## config.mk

```make
export PLATFORM = sky130hd
export DESIGN_NAME = multi_pulse_gen_flat
export DESIGN_NICKNAME = d
export VERILOG_FILES = /design/src/rtl/pulse_gen_pkg.sv /design/src/rtl/multi_pulse_gen_if.sv /design/src/rtl/pulse_gen_ch.sv /design/src/rtl/multi_pulse_gen.sv /design/src/flat_wrapper.sv
export SDC_FILE = /design/constraint.sdc
export NUM_CORES = 1
export LEC_CHECK = 0
export CAP_MARGIN = 20
export CELL_PAD_IN_SITES_DETAIL_PLACEMENT = 1
export CELL_PAD_IN_SITES_GLOBAL_PLACEMENT = 1
export CORE_UTILIZATION = 30
export DETAILED_ROUTE_END_ITERATION = 6
export PLACE_DENSITY_LB_ADDON = 0.25
export SKIP_LAST_GASP = 1
export SYNTH_ARGS = -nofsm -noshare
export SYNTH_HDL_FRONTEND = slang
export SYNTH_SLANG_ARGS = --single-unit
```

## constraint.sdc

```tcl
create_clock -name CLK -period 1.1 [get_ports CLK]
set_input_delay 0.22 -clock CLK [delete_from_list [all_inputs] [get_ports CLK]]
set_output_delay 0.22 -clock CLK [all_outputs]
set_load 0.03 [all_outputs]
```

## src/rtl/pulse_gen_pkg.sv

```systemverilog
// Shared definitions for the multi-channel level-to-pulse converter:
// edge-mode codes, channel state encoding, parameter limits and the edge rule.
package pulse_gen_pkg;

  localparam logic [1:0] MODE_OFF  = 2'b00;
  localparam logic [1:0] MODE_RISE = 2'b01;
  localparam logic [1:0] MODE_FALL = 2'b10;
  localparam logic [1:0] MODE_BOTH = 2'b11;

  localparam int MAX_SYNC_STAGES = 4;
  localparam int MAX_PULSE_LEN   = 255;

  typedef enum logic {
    ST_IDLE   = 1'b0,
    ST_ACTIVE = 1'b1
  } state_e;

  // Mode bit 0 enables rising edges and bit 1 enables falling edges, so
  // MODE_BOTH accepts either and MODE_OFF suppresses detection entirely.
  function automatic logic edge_hit(input logic [1:0] mode,
                                    input logic       s,
                                    input logic       prev);
    return (mode[0] & s & ~prev) | (mode[1] & ~s & prev);
  endfunction

endpackage

```

## src/rtl/multi_pulse_gen_if.sv

```systemverilog
// Control/status bundle of the pulse generator: level inputs, edge modes and
// MISSED clears towards the block, pulses and status flags back out.
interface multi_pulse_gen_if #(
  parameter int NUM_CH = 4
);

  logic [NUM_CH-1:0]   LVL_SIG;
  logic [2*NUM_CH-1:0] EDGE_MODE;
  logic [NUM_CH-1:0]   MISSED_CLR;
  logic [NUM_CH-1:0]   PULSE_SIG;
  logic [NUM_CH-1:0]   BUSY;
  logic [NUM_CH-1:0]   MISSED;

  modport master (
    output LVL_SIG,
    output EDGE_MODE,
    output MISSED_CLR,
    input  PULSE_SIG,
    input  BUSY,
    input  MISSED
  );

  modport slave (
    input  LVL_SIG,
    input  EDGE_MODE,
    input  MISSED_CLR,
    output PULSE_SIG,
    output BUSY,
    output MISSED
  );

endinterface

```

## src/rtl/pulse_gen_ch.sv

```systemverilog
// One channel: optional synchroniser, edge detector, stretch counter with
// retrigger policy and a sticky missed-edge flag.
module pulse_gen_ch
  import pulse_gen_pkg::*;
#(
  parameter int SYNC_STAGES = 2,
  parameter int PULSE_LEN   = 1,
  parameter int RETRIG      = 1,
  parameter int CNT_W       = $clog2(PULSE_LEN + 1)
) (
  input  logic       CLK,
  input  logic       RST,
  input  logic       lvl_i,
  input  logic [1:0] mode_i,
  input  logic       missed_clr_i,
  output logic       pulse_o,
  output logic       busy_o,
  output logic       missed_o
);

  localparam logic [CNT_W-1:0] CNT_LOAD = CNT_W'(PULSE_LEN - 1);

  logic             s;
  logic             prev_q;
  logic             edge_det;
  state_e           state_q, state_d;
  logic [CNT_W-1:0] cnt_q, cnt_d;
  logic             missed_q, missed_d;

  if (SYNC_STAGES == 0) begin : g_nosync
    assign s = lvl_i;
  end else begin : g_sync
    logic [SYNC_STAGES-1:0] sync_q;

    // NOTE: flops are always written with <= so every stage samples the
    // pre-edge value of its neighbour; blocking here would collapse the chain.
    always_ff @(posedge CLK) begin
      if (RST) begin
        sync_q <= '0;
      end else begin
        sync_q[0] <= lvl_i;
        for (int i = 1; i < SYNC_STAGES; i++) begin
          sync_q[i] <= sync_q[i-1];
        end
      end
    end

    assign s = sync_q[SYNC_STAGES-1];
  end

  // prev keeps tracking s even in MODE_OFF, so re-enabling never sees a
  // stale level as a fresh edge.
  assign edge_det = edge_hit(mode_i, s, prev_q);

  always_ff @(posedge CLK) begin
    if (RST) begin
      prev_q   <= 1'b0;
      state_q  <= ST_IDLE;
      cnt_q    <= '0;
      missed_q <= 1'b0;
    end else begin
      prev_q   <= s;
      state_q  <= state_d;
      cnt_q    <= cnt_d;
      missed_q <= missed_d;
    end
  end

  always_comb begin
    // NOTE: every output of this block gets a default first; any path that
    // left one unassigned would infer a latch.
    state_d  = state_q;
    cnt_d    = cnt_q;
    missed_d = missed_q;

    if (missed_clr_i) begin
      missed_d = 1'b0;
    end

    unique case (state_q)
      ST_IDLE: begin
        if (edge_det) begin
          state_d = ST_ACTIVE;
          cnt_d   = CNT_LOAD;
        end
      end
      ST_ACTIVE: begin
        if (edge_det && (RETRIG != 0)) begin
          cnt_d = CNT_LOAD;
        end else begin
          // An ignored edge sets MISSED, overriding a clear in the same cycle.
          if (edge_det) begin
            missed_d = 1'b1;
          end
          if (cnt_q == '0) begin
            state_d = ST_IDLE;
          end else begin
            cnt_d = cnt_q - CNT_W'(1);
          end
        end
      end
    endcase
  end

  assign pulse_o  = (state_q == ST_ACTIVE);
  assign busy_o   = pulse_o;
  assign missed_o = (RETRIG != 0) ? 1'b0 : missed_q;

endmodule

```

## src/rtl/multi_pulse_gen.sv

```systemverilog
// Multi-channel level-to-pulse converter: parameter range checks plus one
// independent pulse_gen_ch per channel, with no arbitration between them.
module multi_pulse_gen
  import pulse_gen_pkg::*;
#(
  parameter  int NUM_CH      = 4,
  parameter  int SYNC_STAGES = 2,
  parameter  int PULSE_LEN   = 1,
  parameter  int RETRIG      = 1,
  localparam int CNT_W       = $clog2(PULSE_LEN + 1)
) (
  input  logic              CLK,
  input  logic              RST,
  multi_pulse_gen_if.slave  bus
);

  if (NUM_CH < 1) begin : g_bad_num_ch
    $error("multi_pulse_gen: NUM_CH must be at least 1");
  end
  if ((SYNC_STAGES < 0) || (SYNC_STAGES > MAX_SYNC_STAGES)) begin : g_bad_sync
    $error("multi_pulse_gen: SYNC_STAGES out of range 0..4");
  end
  if ((PULSE_LEN < 1) || (PULSE_LEN > MAX_PULSE_LEN)) begin : g_bad_len
    $error("multi_pulse_gen: PULSE_LEN out of range 1..255");
  end
  if ((RETRIG != 0) && (RETRIG != 1)) begin : g_bad_retrig
    $error("multi_pulse_gen: RETRIG must be 0 or 1");
  end

  logic [NUM_CH-1:0] pulse_w;
  logic [NUM_CH-1:0] busy_w;
  logic [NUM_CH-1:0] missed_w;

  for (genvar i = 0; i < NUM_CH; i++) begin : g_ch
    pulse_gen_ch #(
      .SYNC_STAGES (SYNC_STAGES),
      .PULSE_LEN   (PULSE_LEN),
      .RETRIG      (RETRIG),
      .CNT_W       (CNT_W)
    ) u_ch (
      .CLK          (CLK),
      .RST          (RST),
      .lvl_i        (bus.LVL_SIG[i]),
      .mode_i       (bus.EDGE_MODE[2*i +: 2]),
      .missed_clr_i (bus.MISSED_CLR[i]),
      .pulse_o      (pulse_w[i]),
      .busy_o       (busy_w[i]),
      .missed_o     (missed_w[i])
    );
  end

  assign bus.PULSE_SIG = pulse_w;
  assign bus.BUSY      = busy_w;
  assign bus.MISSED    = missed_w;

endmodule

```

## src/flat_wrapper.sv

```systemverilog
// flat-port wrapper written by rule: the top's interface ports become plain ports
module multi_pulse_gen_flat import pulse_gen_pkg::*;
#(
  parameter  int NUM_CH      = 4,
  parameter  int SYNC_STAGES = 2,
  parameter  int PULSE_LEN   = 1,
  parameter  int RETRIG      = 1,
  localparam int CNT_W       = $clog2(PULSE_LEN + 1)
)
  (CLK, RST, bus_LVL_SIG, bus_EDGE_MODE, bus_MISSED_CLR, bus_PULSE_SIG, bus_BUSY, bus_MISSED);
  multi_pulse_gen_if #(.NUM_CH(NUM_CH)) bus_i ();
  input  logic CLK;
  input  logic RST;
  input wire logic [$bits(bus_i.LVL_SIG)-1:0] bus_LVL_SIG;
  input wire logic [$bits(bus_i.EDGE_MODE)-1:0] bus_EDGE_MODE;
  input wire logic [$bits(bus_i.MISSED_CLR)-1:0] bus_MISSED_CLR;
  output wire logic [$bits(bus_i.PULSE_SIG)-1:0] bus_PULSE_SIG;
  output wire logic [$bits(bus_i.BUSY)-1:0] bus_BUSY;
  output wire logic [$bits(bus_i.MISSED)-1:0] bus_MISSED;
  assign bus_i.LVL_SIG = bus_LVL_SIG;
  assign bus_i.EDGE_MODE = bus_EDGE_MODE;
  assign bus_i.MISSED_CLR = bus_MISSED_CLR;
  assign bus_PULSE_SIG = bus_i.PULSE_SIG;
  assign bus_BUSY = bus_i.BUSY;
  assign bus_MISSED = bus_i.MISSED;
  multi_pulse_gen #(.NUM_CH(NUM_CH), .SYNC_STAGES(SYNC_STAGES), .PULSE_LEN(PULSE_LEN), .RETRIG(RETRIG)) u_core (.CLK(CLK), .RST(RST), .bus(bus_i));
endmodule
```

==> results.md, run 1 <==
- Status: finished, final reports clean
- Total setup buffers inserted after CTS: 0
- Busiest grt layer: met2
- Final setup violation count: 0
- Hold Crit Class: reg2reg
- Sw Pwr: 239 uW
- Multi-input logic area: 195 sq um
- Overall power: 1120 uW
- CTS tree: built
- Hold_sp: u_core.g_ch[2].u_ch.g_sync.sync_q[0]
- Met2 Track Usage GR: 16.7%
- Core Util, Final: between 40% and 50%
- DP Worst Slack: -0.133 ns
- GP Congestion: 0.575
- Area share of the largest cell type after synthesis: 52.9%
- Max VDD drop: 0.623 mV
- Met1 usage: 9.24%
- Critical path class: reg2out
- Hold endpoint: u_core.g_ch[2].u_ch.g_sync.sync_q[1]
- Sw Ratio: approximately 21%
- CTS Sinks: 16
- Fill cells: 219
- Hold depth: 1
- Fin. max-slew vios: 0
- Critical path buffers and inverters: 1
- Post-Syn Area per Cell: 11.2 sq um
- Num CTS Buffers: 3
- Combinational share of power: a little under an eighth
- Largest delay share family, worst path: flip-flops
- Slowest stage delay, CP: 0.34 ns
- DR vias: 379
- Crit share post-route: about 90%
- Worst R2R Setup Slack: about 0.43 ns
- Slowest stage cell on the critical path: dfxtp_1
- IO buf count: 21
- GRT Total Usage: 9.31%
- Reg power frac: 54.6%
- CTS clk-pin slew, worst paths: 0.09 ns
- GRT overflow: 0
- Drt drc: 0
- Most frequent cells in the layout: dfxtp_1 (16), clkdlybuf4s50_1 (13), buf_4 (11)
- Commonest non-fill, non-tap cell in the layout: dfxtp_1
- Drt total wl: roughly 920 microns
- Root Buffer: clkbuf_4
- Global-route wire length before repair: 1.35 mm
- Drt pass-1 iters: 1
- Yosys cell types: 9
- Wire per inst: 9.44 microns
- Post-DP HPWL: 746 microns
- Cells resized by post-CTS repair: 0
- Final WS setup: roughly 0.11 ns
- Maximum root-to-sink buffer count: 2
- Area grow syn2layout: 31.4%
- CP Max Fanout: 2
- Area contributors post-synth: dfxtp_1 (53%), buf_4 (15%), nand3b_1 (9.9%), and2b_2 (8.7%), nor2b_2 (5.8%)
- Critical path startpoint category: register
- Worst path required time: 0.88 ns
- FMAX: 1010 MHz
- Hold buffers post-CTS: 0
- Worst setup path startpoint: u_core.g_ch[1].u_ch.busy_o
- H-tree Lvls: 1
- Worst skew pair latency: 0.28 ns
- Cells after synthesis: 54
- Met3 Use GR: 2.31%
- Initial antenna violation count: 0
- Synth Register Bits: 16
- Die area: roughly 2200 sq um
- Register area share after synthesis: 52.9%
- Largest net degree at the start of global routing: 10
- R2r startpoint: u_core.g_ch[2].u_ch.prev_q
- Cell Area, Synth: 606 sq um
- Crit path cell chain: buf_4
- Core area: 1800 sq um
- P_int: roughly 880 uW
- RSZ-0062 raised after global routing: false
- Die W: 46.9 microns
- # diodes: 0
- CP endpoint kind: primary output
- Starting Density: around a third
- Nets: 91
- 1st-iter DRT viols: 0
- Layout cells sized above 1: 34.7%
- Die height: 46.9 microns
- Max_cap viols: 0
- Arrival time worst endpoint: approximately 0.77 ns
- I/O pin count: 30
- Final hold viol count: 0
- Synth warn: 0
- R2r worst-path depth: 2
- Leak: 0.000335 uW
- Clock group share of total power: 33.6%
- Register Area: between 300 and 400 sq um
- Power Density: 1400 nW/um^2
- RR Endpoint: u_core.g_ch[2].u_ch.busy_o
- Crit path time final: 0.993 ns
- Clk_skew: slightly above 0.005 ns
- Vias in the first global route: 346
- Row count: 15
- Vias per std cell: 3.91
- Final ANT Viol Nets: 0
- Cell taking the most area after synthesis: dfxtp_1
-- registers in the layout (all words and copies together), names as in the netlist --
name,cells
u_core.g_ch.u_ch.g_sync.sync_q,8
u_core.g_ch.u_ch.busy_o,4
u_core.g_ch.u_ch.prev_q,4
-- metal layers --
layer  share of wire [%]  up-vias
li1                    -      194
met5                   0        -
met2                  55       14
met1                  39      171
met4                   0        0
met3                 5.8        0
-- how the worst max path moves through the flow --
| stage | to | slack, ns | depth (start not counted) |
|---|---|---|---|
| 6_report | bus_PULSE_SIG[1] | 0.11 | 1 |
| 3_5_place_dp | u_core.g_ch[1].u_ch.prev_q | -0.13 | 2 |
| 4_1_cts | bus_PULSE_SIG[1] | 0.09 | 1 |
| 3_3_place_gp | u_core.g_ch[1].u_ch.g_sync.sync_q[1] | -0.11 | 2 |
| 5_1_grt | bus_BUSY[2] | 0.04 | 1 |
| 2_1_floorplan | bus_BUSY[0] | 0.43 | 1 |
-- per-stage QoR --
stage / hold WS [ns] / std cells / area (sq um) / TNS [ns]
global placement: 0.420 / 93 / 759 / -1.50
floorplan: 0.348 / 57 / 617 / 0
CTS: 0.455 / 97 / 796 / 0
finish: 0.448 / 97 / 796 / 0
global route: 0.486 / 97 / 796 / 0
detailed placement: 0.433 / 93 / 759 / -1.72
-- cells in the mapped netlist --
master / n
dfxtp_1: 16
buf_4: 12
nand3b_1: 8
and2b_2: 6
a21oi_1: 4
nor2b_2: 4
nor2b_1: 2
buf_6: 1
conb_1: 1
-- power by group through the flow --
| stage | Clock, uW | Sequential, uW | Combinational (uW) |
|---|---|---|---|
| detailed placement | 0 | 623 | 133 |
| floorplan | 0 | 620 | 86.5 |
| CTS | 391 | 609 | 134 |
| finish | 375 | 609 | 132 |
| global placement | 0 | 621 | 131 |
| global route | 435 | 611 | 142 |
-- layout make-up --
class / instances / area share, %
clock buffers: 4 / 4.56
flip-flops and latches: 16 / 40.3
well taps: 25 / 3.93
multi-input cells: 28 / 24.5
repair buffers: 24 / 26.7
-- kinds of logic (layout without fill, tap and decap cells) --
family | count (synthesis) | count (layout) | synth area share (%)
other cells | 1 | 4 | 0.619
buf+inv | 13 | 28 | 16.7
flops | 16 | 16 | 52.9
simple gates | 20 | 20 | 26.4
compound gates | 4 | 4 | 3.31
(Power assumes the default switching activity.)
==> run 2: changes to the inputs <==
Settings changed: PLACE_DENSITY_LB_ADDON 0.25 to 0.15.
==> run 2 against run 1 <==
  * Critical path type unchanged
  * Worst setup slack got worse by 0.011 ns
  * Cell area stayed put
  * Global-route usage rose by 0.11 points
  * Flip-flop and latch count did not move
  * Non-clock buffer count is the same
  * Wire length grew 0.44%
  * Largest cell class unchanged
  * Critical path depth unchanged
  * Critical endpoint is now bus_BUSY[1]
  * Power barely moved
==> results.md, run 2 (synthesized netlist as in run 1, its figures left out) <==
- Final hold viol count: 0 (unchanged)
- Drt pass-1 iters: 1 (unchanged)
- Crit path cell chain: buf_4 (unchanged)
- Core Util, Final: 44.2% (unchanged)
- Critical path startpoint category: register (unchanged)
- Largest register FFs: 8 (unchanged)
- CTS clk-pin slew, worst paths: 0.09 ns (about the same)
- GRT overflow: 0 (unchanged)
- Die height: 46.9 microns (unchanged)
- Critical path class: reg2out (unchanged)
- RSZ-0062 raised after global routing: false (unchanged)
- Drt total wl: 920 microns (was 916 microns)
- Crit share post-route: 91.2% (was 90.2%)
- Most flops, register: u_core.g_ch.u_ch.g_sync.sync_q (unchanged)
- Global-route wire length before repair: 1.30 mm (was 1.35 mm)
- GRT Total Usage: 9.42% (was 9.31%)
- Drt drc: 0 (unchanged)
- Worst skew pair latency: 0.28 ns (about the same)
- Layout cells sized above 1: 34.7% (unchanged)
- Nets: 91 (unchanged)
- Final setup violation count: 0 (unchanged)
- Fin. max-slew vios: 0 (unchanged)
- Cells resized by post-CTS repair: 0 (unchanged)
- Largest net degree at the start of global routing: 10 (unchanged)
- Max VDD drop: 0.598 mV (was 0.623 mV)
- Slowest stage cell on the critical path: dfxtp_1 (unchanged)
- Maximum root-to-sink buffer count: 2 (unchanged)
- Power Density: 1400 nW/um^2 (about the same)
- CP endpoint kind: primary output (unchanged)
- Starting Density: 33.6% (unchanged)
- Leak: 0.000335 uW (unchanged)
- GP Congestion: 0.548 (was 0.575)
- H-tree Lvls: 1 (unchanged)
- Die area: 2200 sq um (unchanged)
- Status: finished, final reports clean (unchanged)
- Slowest stage delay, CP: 0.34 ns (about the same)
- Max_cap viols: 0 (unchanged)
- CP Max Fanout: 2 (unchanged)
- Area grow syn2layout: 31.4% (unchanged)
- Num CTS Buffers: 3 (unchanged)
- Root Buffer: clkbuf_4 (unchanged)
- # diodes: 0 (unchanged)
- Arrival time worst endpoint: 0.78 ns (was 0.77 ns)
- CTS Sinks: 16 (unchanged)
- Crit path time final: 1.00 ns (was 0.993 ns)
- Final ANT Viol Nets: 0 (unchanged)
- Critical path buffers and inverters: 1 (unchanged)
- Commonest non-fill, non-tap cell in the layout: dfxtp_1 (unchanged)
- IO buf count: 21 (unchanged)
- Hold buffers post-CTS: 0 (unchanged)
- CTS tree: built (unchanged)
- Total setup buffers inserted after CTS: 0 (unchanged)
- Row count: 15 (unchanged)
- Fill cells: 214 (was 219)
- Largest delay share family, worst path: flip-flops (unchanged)
- Worst path required time: 0.88 ns (about the same)
- Fin Hold WS: 0.448 ns (about the same)
- Hold Crit Class: reg2reg (unchanged)
- Placed Cells: 93 (unchanged)
- I/O pin count: 30 (unchanged)
- Initial antenna violation count: 0 (unchanged)
- DR vias: 387 (was 379)
- Wire per inst: 9.48 microns (was 9.44 microns)
- Vias per std cell: 3.99 (was 3.91)
- FMAX: 997 MHz (was 1010 MHz)
- Core area: 1800 sq um (unchanged)
- Clk_skew: 0.00692 ns (was 0.00519 ns)
- Post-DP HPWL: 707 microns (was 746 microns)
- Post-Layout Cell Count: 97 (unchanged)
- Most frequent cells in the layout: dfxtp_1 (16), clkdlybuf4s50_1 (13), buf_4 (11) (unchanged)
- Vias in the first global route: 327 (was 346)
- Die W: 46.9 microns (unchanged)
- 1st-iter DRT viols: 0 (unchanged)
==> run 2: cell counts in the layout (fill, tap and decap cells not counted) <==
No cell type changed its count.
==> run 2: per-layer routing <==
layer	share of wire, %	global-route usage (%)
met5	0	0
met4	0.98	8.57
met3	6.2	4.62
met2	53	13.9
met1	39	9.81
==> run 2: path summary, 6_finish.rpt <==
check | startpoint | end | slack [ns] | cells after the start
worst max register to register | u_core.g_ch[1].u_ch.g_sync.sync_q[1] | u_core.g_ch[1].u_ch.busy_o | 0.42 | 2
worst min register to register | u_core.g_ch[2].u_ch.g_sync.sync_q[0] | u_core.g_ch[2].u_ch.g_sync.sync_q[1] | 0.45 | 1
worst min-delay path | u_core.g_ch[2].u_ch.g_sync.sync_q[0] | u_core.g_ch[2].u_ch.g_sync.sync_q[1] | 0.45 | 1
worst max-delay path | u_core.g_ch[1].u_ch.busy_o | bus_BUSY[1] | 0.1 | 1
==> run 2: cell type report <==
| cell class | instances | area [sq um] | share of cell area (%) |
|---|---|---|---|
| timing repair buffer | 24 | 213 | 26.7 |
| clock buffer | 4 | 36.3 | 4.56 |
| multi-input combinational | 28 | 195 | 24.5 |
| tap | 25 | 31.3 | 3.93 |
| sequential | 16 | 320 | 40.3 |
==> run 2: through the flow <==
stage | worst slack, ns | power [uW] | setup TNS, ns | area (sq um)
after floorplan | 0.427 | 706 | 0 | 617
after global placement | -0.113 | 752 | -1.60 | 759
after detailed placement | -0.111 | 755 | -1.52 | 759
after CTS | 0.0743 | 1140 | 0 | 796
after global routing | 0.0522 | 1180 | 0 | 796
final | 0.0967 | 1120 | 0 | 796
==> run 2: report_power, final <==
group	internal (uW)	total, uW	switching, uW
Combinational	75.1	131	55.9
Sequential	600	609	8.82
Clock	201	376	175
Total	876	1120	239
==> run 3: changes to the inputs <==
Settings changed: GPL_TIMING_DRIVEN from default to 1.
==> results of run 3 <==
The final DEF is identical to that of run 2; final timing and power are the same.
